### config.mk
export PLATFORM = sky130hd
export DESIGN_NAME = ripple_carry_adder_reg_flat
export DESIGN_NICKNAME = d
export VERILOG_FILES = /design/src/rtl/ripple_carry_adder_reg_if.sv /design/src/rtl/ripple_carry_adder_reg.sv /design/src/flat_wrapper.sv
export SDC_FILE = /design/constraint.sdc
export NUM_CORES = 1
export LEC_CHECK = 0
export CAP_MARGIN = 25
export CORE_AREA = 2 2 39 41
export DETAILED_ROUTE_END_ITERATION = 6
export DIE_AREA = 0 0 41 43
export SETUP_SLACK_MARGIN = 0.05
export SYNTH_ARGS = -nofsm -noshare
export SYNTH_HDL_FRONTEND = slang
export SYNTH_SLANG_ARGS = --single-unit
### constraint.sdc
create_clock -name clk -period 2.49 [get_ports clk]
set_input_delay 0.498 -clock clk [delete_from_list [all_inputs] [get_ports clk]]
set_output_delay 0.498 -clock clk [all_outputs]
set_load 0.1 [all_outputs]
### src/rtl/ripple_carry_adder_reg_if.sv
// rtl/ripple_carry_adder_reg_if.sv - operand/result bundle for the registered ripple-carry adder
//
// Purpose: groups the operand inputs and registered result outputs of
// ripple_carry_adder_reg so a datapath can hand the adder a single bundle.
//
// Signals:
//   in_valid   operands/cin valid this cycle (master -> adder)
//   a, b       WIDTH-bit operands (master -> adder)
//   cin        carry into bit 0 (master -> adder)
//   sum        registered WIDTH-bit sum (adder -> master)
//   carry      registered carry out of the MSB stage (adder -> master)
//   overflow   registered two's-complement overflow (adder -> master)
//   out_valid  one-cycle strobe: result updated from an accepted input (adder -> master)
//
// Modports: master drives operands and observes results; slave is the adder.

interface ripple_carry_adder_reg_if #(
  parameter int WIDTH = 4
);
  logic             in_valid;
  logic [WIDTH-1:0] a;
  logic [WIDTH-1:0] b;
  logic             cin;
  logic [WIDTH-1:0] sum;
  logic             carry;
  logic             overflow;
  logic             out_valid;

  modport master (
    output in_valid, a, b, cin,
    input  sum, carry, overflow, out_valid
  );

  modport slave (
    input  in_valid, a, b, cin,
    output sum, carry, overflow, out_valid
  );
endinterface

### src/rtl/ripple_carry_adder_reg.sv
// rtl/ripple_carry_adder_reg.sv - WIDTH-bit ripple-carry adder with registered sum, carry-out and overflow
//
// Purpose: explicit chain of single-bit full adders (carry of stage i feeds
// stage i+1); the result, carry-out and signed-overflow flag are captured on
// the clock, giving one cycle of latency and one addition per cycle.
//
// Ports:
//   clk   system clock, all state updates on the rising edge
//   rst   synchronous active-high reset; clears all outputs and wins over
//         a simultaneous valid input
//   bus   ripple_carry_adder_reg_if.slave carrying in_valid/a/b/cin in and
//         sum/carry/overflow/out_valid out
//
// When in_valid is low the result registers hold and out_valid drops.

module ripple_carry_adder_reg #(
  parameter int WIDTH = 4
) (
  input  logic                     clk,
  input  logic                     rst,
  ripple_carry_adder_reg_if.slave  bus
);

  // c[i] is the carry into stage i; c[WIDTH] is the carry out of the MSB.
  logic [WIDTH:0]   c;
  logic [WIDTH-1:0] s;

  assign c[0] = bus.cin;

  for (genvar i = 0; i < WIDTH; i++) begin : g_fa
    assign s[i]   = bus.a[i] ^ bus.b[i] ^ c[i];
    assign c[i+1] = (bus.a[i] & bus.b[i]) | (bus.a[i] & c[i]) | (bus.b[i] & c[i]);
  end

  // Signed overflow: carry into the MSB differs from carry out of it.
  // For WIDTH=1 the carry into the MSB is cin itself.
  logic ovf;
  assign ovf = c[WIDTH] ^ c[WIDTH-1];

  always_ff @(posedge clk) begin
    if (rst) begin
      bus.sum       <= '0;
      bus.carry     <= 1'b0;
      bus.overflow  <= 1'b0;
      bus.out_valid <= 1'b0;
    end else if (bus.in_valid) begin
      bus.sum       <= s;
      bus.carry     <= c[WIDTH];
      bus.overflow  <= ovf;
      bus.out_valid <= 1'b1;
    end else begin
      bus.out_valid <= 1'b0;
    end
  end

endmodule

### src/flat_wrapper.sv
// flat-port wrapper written by rule: the top's interface ports become plain ports
module ripple_carry_adder_reg_flat 
#(
  parameter int WIDTH = 4
)
  (clk, rst, bus_in_valid, bus_a, bus_b, bus_cin, bus_sum, bus_carry, bus_overflow, bus_out_valid);
  ripple_carry_adder_reg_if #(.WIDTH(WIDTH)) bus_i ();
  input  logic clk;
  input  logic rst;
  input wire logic [$bits(bus_i.in_valid)-1:0] bus_in_valid;
  input wire logic [$bits(bus_i.a)-1:0] bus_a;
  input wire logic [$bits(bus_i.b)-1:0] bus_b;
  input wire logic [$bits(bus_i.cin)-1:0] bus_cin;
  output wire logic [$bits(bus_i.sum)-1:0] bus_sum;
  output wire logic [$bits(bus_i.carry)-1:0] bus_carry;
  output wire logic [$bits(bus_i.overflow)-1:0] bus_overflow;
  output wire logic [$bits(bus_i.out_valid)-1:0] bus_out_valid;
  assign bus_i.in_valid = bus_in_valid;
  assign bus_i.a = bus_a;
  assign bus_i.b = bus_b;
  assign bus_i.cin = bus_cin;
  assign bus_sum = bus_i.sum;
  assign bus_carry = bus_i.carry;
  assign bus_overflow = bus_i.overflow;
  assign bus_out_valid = bus_i.out_valid;
  ripple_carry_adder_reg #(.WIDTH(WIDTH)) u_core (.clk(clk), .rst(rst), .bus(bus_i));
endmodule
==> flow_metrics.tcl, run 1 <==
set metrics [dict create \
    cts_inserted_buffers 3 \
    grt_pass1_vias 264 \
    worst_path_most_repeated_cell "fa_2" \
    final_nets 72 \
    outcome "complete, no violations" \
    fillers 149 \
    die_height_um 43 \
    vdd_drop_max_mv 0.3208 \
    htreeDepth 1 \
    syn-cell-area_sq_um 356.6 \
    place_area_sq_um 535.5 \
    drtAntennaViolNets 0 \
    cts_setup_buffers 0 \
    hold_buffers 0 \
    first_pass_iters 4 \
    drc 0 \
    top_signal_layer_used "met3" \
    yosysUniqueCellTypes 11 \
    syn_area_per_cell_sq_um 10.81 \
    final-seq-area_sq_um 140.1 \
    hold_slack_ps 475.7 \
    skew_ps 0 \
    clockBufferDepth 2 \
    diodes 0 \
    via_per_inst 3.986 \
    synthSimpleGateAreaFrac_pct 11.23 \
    power.leakage_uw 0.0002879 \
    setup_viol 0 \
    seq_area_frac_synth_pct 39.30 \
    hp-class "flip-flop to flip-flop" \
    drtIter0Drc 10 \
    place.gp.congestion 0.6607 \
    clk_pin_slew_ps 50 \
    synth_compound_area_share_pct 8.421 \
    path_cells "clkdlybuf4s50_1 > fa_2 > fa_2 > inv_2 > fa_2 > a211oi_2" \
    max_freq_mhz 451.7 \
    io_buffers 18 \
    root_buffer "clkbuf_4" \
    max_stage_delay_ps 440 \
    syn_inst 33 \
    post-route-period-util_pct 88.91 \
    overflow 0 \
    antenna_found_initial 0 \
    wire_per_inst_um 9.141 \
    dr_wl_met2_um 339 \
    rsz0062_at_grt "false" \
    min_period_ps 2214 \
    via_count 283 \
    synth_fa_ha_area_share_pct 22.46 \
    crit_arrival_ps 2380 \
    slew_violations 0 \
    layout-drive-gt1-share_pct 40.00 \
    grt_pass1_wl_um 1083 \
    mappedNetlistNets 49 \
    wirelength_um 649 \
    dp_hpwl_um 517.6 \
    ios 19 \
    hold_violations 0 \
    wl_met1_um 254 \
    rows 14 \
    insertion_delay_ps 240 \
    cp-start-kind "input pin" \
    die_area_sq_um 1763 \
    area.growth.synth_to_final_pct 63.86 \
    cts_tree "done" \
    yosys_warnings 0 \
    start_util_pct 25.77 \
    die_w_um 41 \
    design_area_sq_um 584.3 \
    end_kind "flip-flop" \
    synth-xor-area-share_pct 2.456 \
    relSlewSlack_pct 74.06 \
    critical_path.max_fanout 2 \
    core_sq_um 1384 \
    multi_input_area_sq_um 193.9 \
    synth_top_family_by_area "adder cells" \
    synth_seq_cells 7 \
    max_cap_viol_count 0 \
    path_class "input pin to flip-flop" \
    worstMarginPinSlew_ps 387.8 \
    grtUsageTotal_pct 9.929 \
    worst_path_max_delay_cell "clkdlybuf4s50_1" \
    numClockSinks 7 \
    wl_met3_um 55 \
    grt_start_max_net_pins 11 \
    p_per_area_nw_per_um2 653.9 \
    cp.required_ps 2660 \
    synthMuxAreaShare_pct 5.614 \
]
## registers in the layout (all words and copies together), names as in the netlist
signal,flops
u_core.bus.overflow,1
u_core.bus.sum,4
u_core.bus.out_valid,1
u_core.bus.carry,1
## cells in the mapped netlist
cell type	instances	area share (%)
xnor2_1	1	2.5
fa_1	4	22
nor2b_4	1	3.9
nor3b_1	1	2.1
nor2_1	5	5.3
a211oi_1	3	6.3
buf_6	1	3.2
a21o_1	1	2.1
inv_1	7	7.4
mux2i_1	2	5.6
dfxtp_1	7	39
## report_power, final
| group | total [uW] | leakage [uW] | internal, uW | switching, uW |
|---|---|---|---|---|
| clock | 101 | 0.0000150 | 61.0 | 39.9 |
| sequential | 127 | 0.0000581 | 123 | 4.70 |
| combinational | 154 | 0.000215 | 49.8 | 104 |
## cells in the final DEF (no fill, tap or decap)
master           netlist  layout
clkdlybuf4s50_1        0       8
buf_4                  0       8
dfxtp_1                7       7
inv_2                  0       5
nor2_1                 5       5
fa_2                   0       4
clkbuf_4               0       3
dlymetal6s2s_1         0       3
inv_1                  7       2
mux2i_1                2       2
a211oi_1               3       2
a211oi_2               0       1
xnor2_1                1       1
nor2b_4                1       1
nor3b_1                1       1
a21o_1                 1       1
clkbuf_1               0       1
## stage by stage
step | util [%] | setup WS [ps] | power (uW) | TNS (ps) | cells
after floorplan | - | 206.9 | 236.3 | 0 | 33
after global placement | 38.70 | -233.3 | 278.7 | -552.2 | 67
after detailed placement | 38.70 | -264.5 | 279.4 | -657.5 | 67
after CTS | 40.78 | 28.25 | 383.6 | 0 | 71
after global routing | 42.22 | 178.6 | 406.9 | 0 | 71
final | 42.22 | 276.1 | 382.1 | 0 | 71
## path summary, 6_finish.rpt
kind / startpoint / cells past startpoint / end / slack [ps]
setup / recovery: bus_b[1] / 6 / u_core.bus.sum[3]$_SDFFE_PP0P_ / 280
hold / removal: u_core.bus.sum[0]$_SDFFE_PP0P_ / 2 / u_core.bus.sum[0]$_SDFFE_PP0P_ / 480
setup reg to reg: u_core.bus.overflow$_SDFFE_PP0P_ / 2 / u_core.bus.overflow$_SDFFE_PP0P_ / 1800
hold reg to reg: u_core.bus.sum[0]$_SDFFE_PP0P_ / 2 / u_core.bus.sum[0]$_SDFFE_PP0P_ / 480
## cells by family (layout without fill, tap and decap cells)
logic type,count (synthesis),in the layout
DFF,7,7
adders and majority gates,4,4
muxes,2,2
and+or+nand+nor,7,7
xor gates and xnor gates,1,1
buffers and inverters,8,30
AOI/OAI and AO/OA,4,4
## routing by layer
layer,GRT usage [%],up-vias
li1,-,148
met1,10.26,126
met2,14.37,9
met3,7.853,0
met4,4.000,0
met5,0,-
## critical path: cells and delay by family
| kind | cells | cell delay (ps) |
|---|---|---|
| AOI/OAI and AO/OA | 1 | 170 |
| buffers and inverters | 2 | 510 |
| adders and majority gates | 3 | 1200 |
## what timing repair did
action                                  in CTS  in global routing
pin swaps                                    0                  5
endpoints found under the setup margin       2                  3
gates resized for setup                      1                 12
endpoints found under the hold margin        0                  0
cloned                                       0                  0
## cell type report
class / count / share of cell area, %
clock buffer: 4 / 4.497
inverter: 7 / 4.497
multi-input combinational: 18 / 33.19
sequential: 7 / 23.98
tap: 16 / 3.426
timing repair buffer: 19 / 30.41
Power figures use the tool's default switching activity.
==> run 2, diff against run 1 <==
DONT_BUFFER_PORTS = 1   (was not set)
SLEW_MARGIN = 20   (was not set)
==> run 2 against run 1 <==
Net effect:
- combinational power decreased by 18%
- design area decreased by 24%
- via count decreased by 15%
- non-clock buffer count decreased by 12
- worst setup slack improved by 120 ps
- clock power about the same
- hold slack got worse by 160 ps
- largest cell class unchanged
==> flow_metrics.tcl, run 2 (synthesis gave the netlist of run 1 again) <==
set metrics [dict create \
    die_w_um 41 \
    layout-drive-gt1-share_pct 27.91 \
    setup_viol 0 \
    final-seq-area_sq_um 140.1 \
    grt_pass1_vias 231 \
    multi_input_area_sq_um 178.9 \
    wire_per_inst_um 9.169 \
    grt_pass1_wl_um 910 \
    r2r-end "u_core.bus.overflow$_SDFFE_PP0P_" \
    largest_register_ffs 4 \
    diodes 0 \
    area.growth.synth_to_final_pct 24.91 \
    outcome "complete, no violations" \
    overflow 0 \
    antenna_found_initial 0 \
    power_frac_comb_pct 35.7 \
    cts_tree "done" \
    rows 14 \
    ios 19 \
    drtAntennaViolNets 0 \
    p_per_area_nw_per_um2 789.3 \
    cp-start-kind "input pin" \
    hp-class "input pin to flip-flop" \
    holdPathStages 1 \
    via_per_inst 4.068 \
    htreeDepth 1 \
    power.leakage_uw 0.0002230 \
    clk_pin_slew_ps 60 \
    rsz0062_at_grt "false" \
    max_cap_viol_count 0 \
    die_area_sq_um 1763 \
    p_int_uw 212.3 \
    post-route-period-util_pct 83.99 \
    hold_slack_ps 314.3 \
    critical_path.max_fanout 2 \
    grtUsageTotal_pct 8.232 \
    cts_resized 0 \
    cp.required_ps 2660 \
    vdd_drop_max_mv 0.2380 \
    hold_end "u_core.bus.sum[2]$_SDFFE_PP0P_" \
    core_sq_um 1384 \
    fillers 144 \
    grt_start_max_net_pins 11 \
    path_class "input pin to flip-flop" \
    clockBufferDepth 2 \
    rr_worst_depth 3 \
    place.gp.congestion 0.6358 \
    skew_ps 0 \
    die_height_um 43 \
    seq_power_share_pct 35.8 \
    swShare_pct 39.62 \
    power.switching_uw 139.3 \
    crit_arrival_ps 2260 \
    numClockSinks 7 \
    layout_common_cells "7 x inv_1, 7 x buf_4, 7 x dfxtp_1, 5 x nor2_1, 4 x fa_1" \
    tns_ps 0 \
    relSlewSlack_pct 80.72 \
    root_buffer "clkbuf_4" \
    end_kind "flip-flop" \
    hold_violations 0 \
    dp_hpwl_um 471 \
    timing.rr.start "u_core.bus.overflow$_SDFFE_PP0P_" \
    wirelength_um 541 \
    max_freq_mhz 478.2 \
    hold_buffers 0 \
    min_period_ps 2091 \
    hp-start "rst" \
    layout.cells.non_filler 59 \
    cts_inserted_buffers 3 \
    io_buffers 0 \
    slew_violations 0 \
    final_nets 60 \
    via_count 240 \
    drc 0 \
    top_register "u_core.bus.sum" \
    total_power_uw 351.6 \
    design_area_sq_um 445.4 \
    first_pass_iters 1 \
    r2r_slack_ps 1510 \
    start_util_pct 25.77 \
    insertion_delay_ps 250 \
    p_clk_share_pct 28.5 \
    place_area_sq_um 417.9 \
    placed_cells 55 \
    drtIter0Drc 0 \
    cts_setup_buffers 0 \
    worstMarginPinSlew_ps 289.1 \
]
-- run 2: cell types whose count changed in the layout (fill, tap and decap cells not counted), sizes merged --
cell	previous run	this run
clkbuf	4	3
dlymetal6s2s	3	0
buf	8	7
clkdlybuf4s50	8	0
clkinv	0	1
-- run 2: power by group through the flow --
stage | clock network, uW | registers [uW] | logic [uW]
floorplan | 0 | 204 | 32.6
global placement | 0 | 128 | 126
global route | 112 | 127 | 133
detailed placement | 0 | 128 | 127
finish | 100 | 126 | 126
CTS | 107 | 126 | 128
-- run 2: metrics by stage --
| stage | setup WS [ps] | util [%] |
|---|---|---|
| CTS | 375.4 | 32.19 |
| finish | 398.7 | 32.19 |
| global placement | 153.2 | 30.20 |
| floorplan | 206.9 | - |
| detailed placement | 106.4 | 30.20 |
| global route | 319.0 | 32.19 |
-- run 2: worst max-delay path by stage --
stage	slack, ps	from	to	cells past startpoint
after floorplan	210	bus_cin	u_core.bus.sum[3]$_SDFFE_PP0P_	8
after global placement	150	bus_cin	u_core.bus.sum[3]$_SDFFE_PP0P_	8
after detailed placement	110	bus_cin	u_core.bus.sum[3]$_SDFFE_PP0P_	8
after CTS	380	bus_cin	u_core.bus.sum[3]$_SDFFE_PP0P_	8
after global routing	320	bus_cin	u_core.bus.sum[3]$_SDFFE_PP0P_	8
final	400	bus_cin	u_core.bus.sum[3]$_SDFFE_PP0P_	8
-- run 2: routing by layer --
| metal | GRT usage [%] | wire (um) | up-vias |
|---|---|---|---|
| met3 | 3.665 | 43 | 0 |
| met1 | 8.027 | 207 | 111 |
| li1 | - | - | 123 |
| met4 | 8.000 | 0 | 0 |
| met5 | 0 | 0 | - |
| met2 | 11.88 | 290 | 6 |
-- run 2: layout make-up --
type                            instances  area share [%]
Multi-Input combinational cell         18           40.17
Timing Repair Buffer                    7           11.80
Clock inverter                          1           1.124
Tap cell                               16           4.494
Sequential cell                         7           31.46
Clock buffer                            3           5.056
Inverter                                7           5.899
-- run 2: critical path, stage by stage --
cell and delay [ps]:
inv_1 60, fa_1 160, inv_1 40, fa_1 370
fa_1 420, inv_1 90, fa_1 410, a211oi_1 220
==> patch 1: new RTL, settings of run 2 <==
`WIDTH` is set to 4 in 3 places; all go to 5.
--- a/src/rtl/ripple_carry_adder_reg_if.sv
+++ b/src/rtl/ripple_carry_adder_reg_if.sv
@@ -16,5 +16,5 @@
 
 interface ripple_carry_adder_reg_if #(
-  parameter int WIDTH = 4
+  parameter int WIDTH = 5
 );
   logic             in_valid;
--- a/src/rtl/ripple_carry_adder_reg.sv
+++ b/src/rtl/ripple_carry_adder_reg.sv
@@ -15,5 +15,5 @@
 
 module ripple_carry_adder_reg #(
-  parameter int WIDTH = 4
+  parameter int WIDTH = 5
 ) (
   input  logic                     clk,
--- a/src/flat_wrapper.sv
+++ b/src/flat_wrapper.sv
@@ -2,5 +2,5 @@
 module ripple_carry_adder_reg_flat 
 #(
-  parameter int WIDTH = 4
+  parameter int WIDTH = 5
 )
   (clk, rst, bus_in_valid, bus_a, bus_b, bus_cin, bus_sum, bus_carry, bus_overflow, bus_out_valid);
Ports: changed (resized bus_a, bus_b and bus_sum); port bits go from 19 to 22. No check against the original RTL was run, so the function may have changed too.
==> patch 1 against run 2 <==
- area after synthesis rose by 22%
- sequential cell count is 1 higher
- critical endpoint is now u_core.bus.sum[4]$_SDFFE_PP0P_
- sequential power increased by 15%
- worst setup slack worse by 0.28 ns
- count of clock-buffer cells in the layout unchanged
- total power is 15% higher
- routed wire length up 48%
- largest power group is now combinational cells
- final area rose by 24%
==> patch 1: results (changes against run 2) <==
hold_path:
  min_to: "u_core.bus.sum[4]$_SDFFE_PP0P_"
  min-delay-path-class: "in2reg"
synth:
  synth.avg_cell_area_sq_um: 11.46  # +6.0%
  yosys-top-cells-area: "dfxtp_1 (37%), fa_1 (23%), a211oi_2 (8.6%)"
  ys_seq_area_share_pct: 36.78  # -2.5 points
  syn_nets: 57  # +16%
  synth_commonest_cells: "dfxtp_1 (8), inv_1 (7), fa_1 (5), nor2_1 (5)"
  synth_cell_types: 13  # +2
layout:
  nFillCells: 132  # -8.3%
  largest_register_ffs: 5  # +1
  final_cells: 64  # +8.5%
  drive_gt1_share_pct: 56.25  # +28 points
  largest-register: "u_core.bus.sum"
  nNetsFinal: 69  # +15%
place:
  hpwlAfterDp_um: 693.1  # +47%
  dpl.cell_count: 61  # +11%
  place_ws_ns: -0.1651  # -0.2715 ns
  gp_congestion: 0.5503  # -13%
routing:
  vias: 285  # +19%
  wire_per_inst_um: 12.55  # +37%
  drtIter0Drc: 1  # +1
  drt-pass1-iter-count: 3  # +2
setup_path:
  crit_arrival_ns: 2.55  # +0.29 ns
  regToRegSetupSlack_ns: 1.57  # +0.06 ns
  r2r-end: "u_core.bus.sum[0]$_SDFFE_PP0P_"
  timing.rr.start: "u_core.bus.sum[0]$_SDFFE_PP0P_"
timing:
  slew_headroom_pct: 80.69  # about the same
grt:
  grt_max_degree: 12  # +1
  grt_pass1_wl_mm: 1.311  # +44%
  grt_pass1_vias: 338  # +46%
  grt_usage_pct: 12.26  # +4.0 points
outcome:
  status: "complete, no violations"
power_and_ir_drop:
  peakVddDrop_mv: 0.2482  # +4.3%
  static-leakage-power_nw: 0.2472  # +11%
clock_tree:
  clockBufferDepth: 2  # unchanged
  postCtsSetupBuffers: 0  # unchanged
patch 1: worst max-delay path: cells and delay by family:
family	cells	cell delay (ns)
buffers and inverters	3	0.14
AO/OA/AOI/OAI	1	0.18
adder cells (fa/ha/maj)	5	1.73
patch 1: how the worst max path moves through the flow:
stage	depth (start not counted)	to	slack [ns]	startpoint
5_1_grt	9	u_core.bus.sum[4]$_SDFFE_PP0P_	0.05	bus_cin
2_1_floorplan	9	u_core.bus.sum[4]$_SDFFE_PP0P_	-0.08	bus_cin
4_1_cts	9	u_core.bus.sum[4]$_SDFFE_PP0P_	0.11	bus_b[0]
3_5_place_dp	9	u_core.bus.sum[4]$_SDFFE_PP0P_	-0.17	bus_b[0]
6_report	9	u_core.bus.sum[4]$_SDFFE_PP0P_	0.12	bus_b[0]
3_3_place_gp	9	u_core.bus.sum[4]$_SDFFE_PP0P_	-0.13	bus_cin
patch 1: metrics by stage:
step | instance area, sq um | setup TNS (ns) | hold slack, ns
6_report | 554.3 | 0 | 0.3026
5_1_grt | 554.3 | 0 | 0.2894
4_1_cts | 554.3 | 0 | 0.2917
3_5_place_dp | 531.8 | -0.2294 | 0.4850
3_3_place_gp | 531.8 | -0.1289 | 0.4760
2_1_floorplan | 462.9 | -0.07673 | 0.6518
patch 1: area by class of cell:
class                      instances  area [sq um]  share of cell area [%]
inverter                           7         43.79                   7.901
sequential                         8         160.2                   28.89
tap                               16         20.02                   3.612
timing repair buffer               9         67.56                   12.19
clock buffer                       3         22.52                   4.063
multi-input combinational         21         240.2                   43.34
patch 1: metal layers:
metal	GRT usage (%)	vias to the layer above	wire length, um
li1	-	137	-
met1	11.26	133	264
met2	18.75	13	440
met5	0	-	0
met3	4.712	2	79
met4	12.00	0	19
patch 1: where the power goes:
group	switching (mW)	leakage [nW]	internal (mW)
clock	0.0444	0.0138	0.0552
combinational	0.116	0.167	0.0448
sequential	0.00486	0.0663	0.140
total	0.165	0.247	0.240
patch 1: cells by family after synthesis:
family	Yosys count	share of synthesized area, %
buf+inv	9	10.35
simple gates	8	10.63
flops	8	36.78
fa+ha+maj	5	22.99
compound gates	4	10.35
mux	3	6.897
xor+xnor	1	2.012
==> patch 2: new RTL, config.mk and constraints of run 2 <==
Without the edit above. Reset style: asynchronous (`rst`), changed in one clocked block. Comments in the files are not updated.
--- a/src/rtl/ripple_carry_adder_reg.sv
+++ b/src/rtl/ripple_carry_adder_reg.sv
@@ -38,5 +38,5 @@
   assign ovf = c[WIDTH] ^ c[WIDTH-1];
 
-  always_ff @(posedge clk) begin
+  always_ff @(posedge clk or posedge rst) begin
     if (rst) begin
       bus.sum       <= '0;
Function: differs if rst is asserted again (counterexample within 4 cycles, from zero or initial values and one cycle with rst high); with rst held inactive, the same outputs for 10 cycles.
==> patch 2 against run 2 <==
- total power up 28%
- worst setup slack lost 0.021 ns
- final area shrank 4.8%
- routed wire length is 9.8% higher
- sequential cell count did not move
- cell count shrank 15%
- core utilization is 1.5 points lower
- area after synthesis grew 7.0%
- die area stayed put
- critical endpoint is now u_core.bus.overflow$_DFFE_PP0P_
- largest cell class is now flip-flops and latches
==> patch 2: results (changes against run 2) <==
place:
  hpwlAfterDp_um: 503.7  # +6.9%
  io_buffers: 0  # unchanged
  gp_congestion: 0.6274  # -1.3%
layout:
  diodes: 0  # unchanged
  drive_gt1_share_pct: 20.59  # -7.3 points
  largest_register_ffs: 4  # unchanged
  nFillCells: 152  # +5.6%
  nNetsFinal: 51  # -15%
grt:
  grt_max_degree: 10  # -1
  grt_pass1_wl_um: 897  # -1.4%
  grt_antenna_before_repair: 0  # unchanged
  grt_usage_pct: 8.248  # +0.017 points
hold_path:
  min-delay-path-class: "in2async"
setup_path:
  crit_arrival_ns: 2.25
  worst-r2r-cell-count: 1  # -2
  r2r-end: "u_core.bus.sum[1]$_DFFE_PP0P_"
  cp-endpoint: "u_core.bus.overflow$_DFFE_PP0P_"
  timing.rr.start: "u_core.bus.sum[1]$_DFFE_PP0P_"
  regToRegSetupSlack_ns: 1.20  # -0.31 ns
synth:
  yosys.area_share.adder_pct: 20.98  # -1.5 points
  synth_cell_types: 9  # -2
  ys_seq_area_share_pct: 45.90  # +6.6 points
  synth-compound-area-share_pct: 2.623  # -5.8 points
  synthXorXnorAreaFrac_pct: 2.295  # -0.16 points
  yosys-top-cells-area: "dfrtp_1 (46%), fa_1 (21%), mux2_4 (12%)"
  muxShareOfSynthArea_pct: 14.43  # +8.8 points
  synth_commonest_cells: "inv_1 (9), dfrtp_1 (7), fa_1 (4)"
  synth_top_flop_cell: "dfrtp_1"
  syn_nets: 46  # -6.1%
  async_reset_ff_share_pct: 100.0  # +100 points
clock_tree:
  cts.clk_slew.worst_paths_ns: 0.05
  ctsRootBufferMaster: "clkbuf_4"
  cts.htree.levels: 1  # unchanged
  clockBufferDepth: 2  # unchanged
  postCtsSetupBuffers: 0  # unchanged
power_and_ir_drop:
  peakVddDrop_mv: 0.2899  # +22%
  static-leakage-power_nw: 0.2167  # -2.8%
routing:
  drt-pass1-iter-count: 1  # unchanged
  wire_per_inst_um: 11.88  # +30%
  vias: 199  # -17%
outcome:
  status: "complete, no violations"
timing:
  fin_hold_ws_ns: 0.06546  # -0.2489 ns
  slew_headroom_pct: 39.55  # -41 points
## patch 2: worst max-delay path, stage by stage
cell and delay (ns):
inv_1 0.04, fa_1 0.40, inv_1 0.07, fa_1 0.18, fa_1 0.21, inv_1 0.06, fa_1 0.40, xnor2_1 0.14
mux2_4 0.25
## patch 2: kinds of logic after synthesis
group                      after synthesis
AOI/OAI and AO/OA                        2
xor gates and xnor gates                 1
adders and majority gates                4
buffers and inverters                   10
DFF                                      7
muxes                                    4
and+or+nand+nor                          2
## patch 2: how the worst min path moves through the flow
stage                     start                         endpoint  cells past startpoint
final                       rst    u_core.bus.sum[1]$_DFFE_PP0P_                      1
after global routing        rst    u_core.bus.sum[3]$_DFFE_PP0P_                      1
after CTS                   rst  u_core.bus.overflow$_DFFE_PP0P_                      1
after detailed placement    rst    u_core.bus.sum[3]$_DFFE_PP0P_                      1
after global placement      rst   u_core.bus.out_valid$_DFF_PP0_                      1
after floorplan             rst     u_core.bus.carry$_DFFE_PP0P_                      1
## patch 2: where the power goes
part | total [mW] | switching, mW | internal (mW)
Sequential | 0.278 | 0.147 | 0.131
Clock | 0.102 | 0.0405 | 0.0611
Combinational | 0.0708 | 0.0376 | 0.0332
Total | 0.451 | 0.225 | 0.225
## patch 2: metrics by stage
stage          std cells  area, sq um  util, %  power (mW)  setup slack [ns]
6_report              50        424.2    30.65      0.4505            0.3773
5_1_grt               50        424.2    30.65      0.4743            0.2910
4_1_cts               50        424.2    30.65      0.4561            0.3508
3_5_place_dp          46        397.9    28.75      0.3532           0.08379
3_3_place_gp          46        397.9    28.75      0.3513            0.1206
2_1_floorplan         30        381.6        -      0.3409            0.1944
## patch 2: layer usage
metal	GRT usage, %	routed length [um]	up-vias
met5	0	0	-
met4	8.000	0	0
met3	3.141	38	0
met2	11.25	352	6
met1	9.091	203	99
li1	-	-	94
## patch 2: final cells by class
cell class	instances	share of cell area (%)
flip-flops and latches	7	41.30
multi-input cells	13	38.05
inverters	9	7.965
clock buffers	4	6.195
well taps	16	4.720
repair buffers	1	1.770
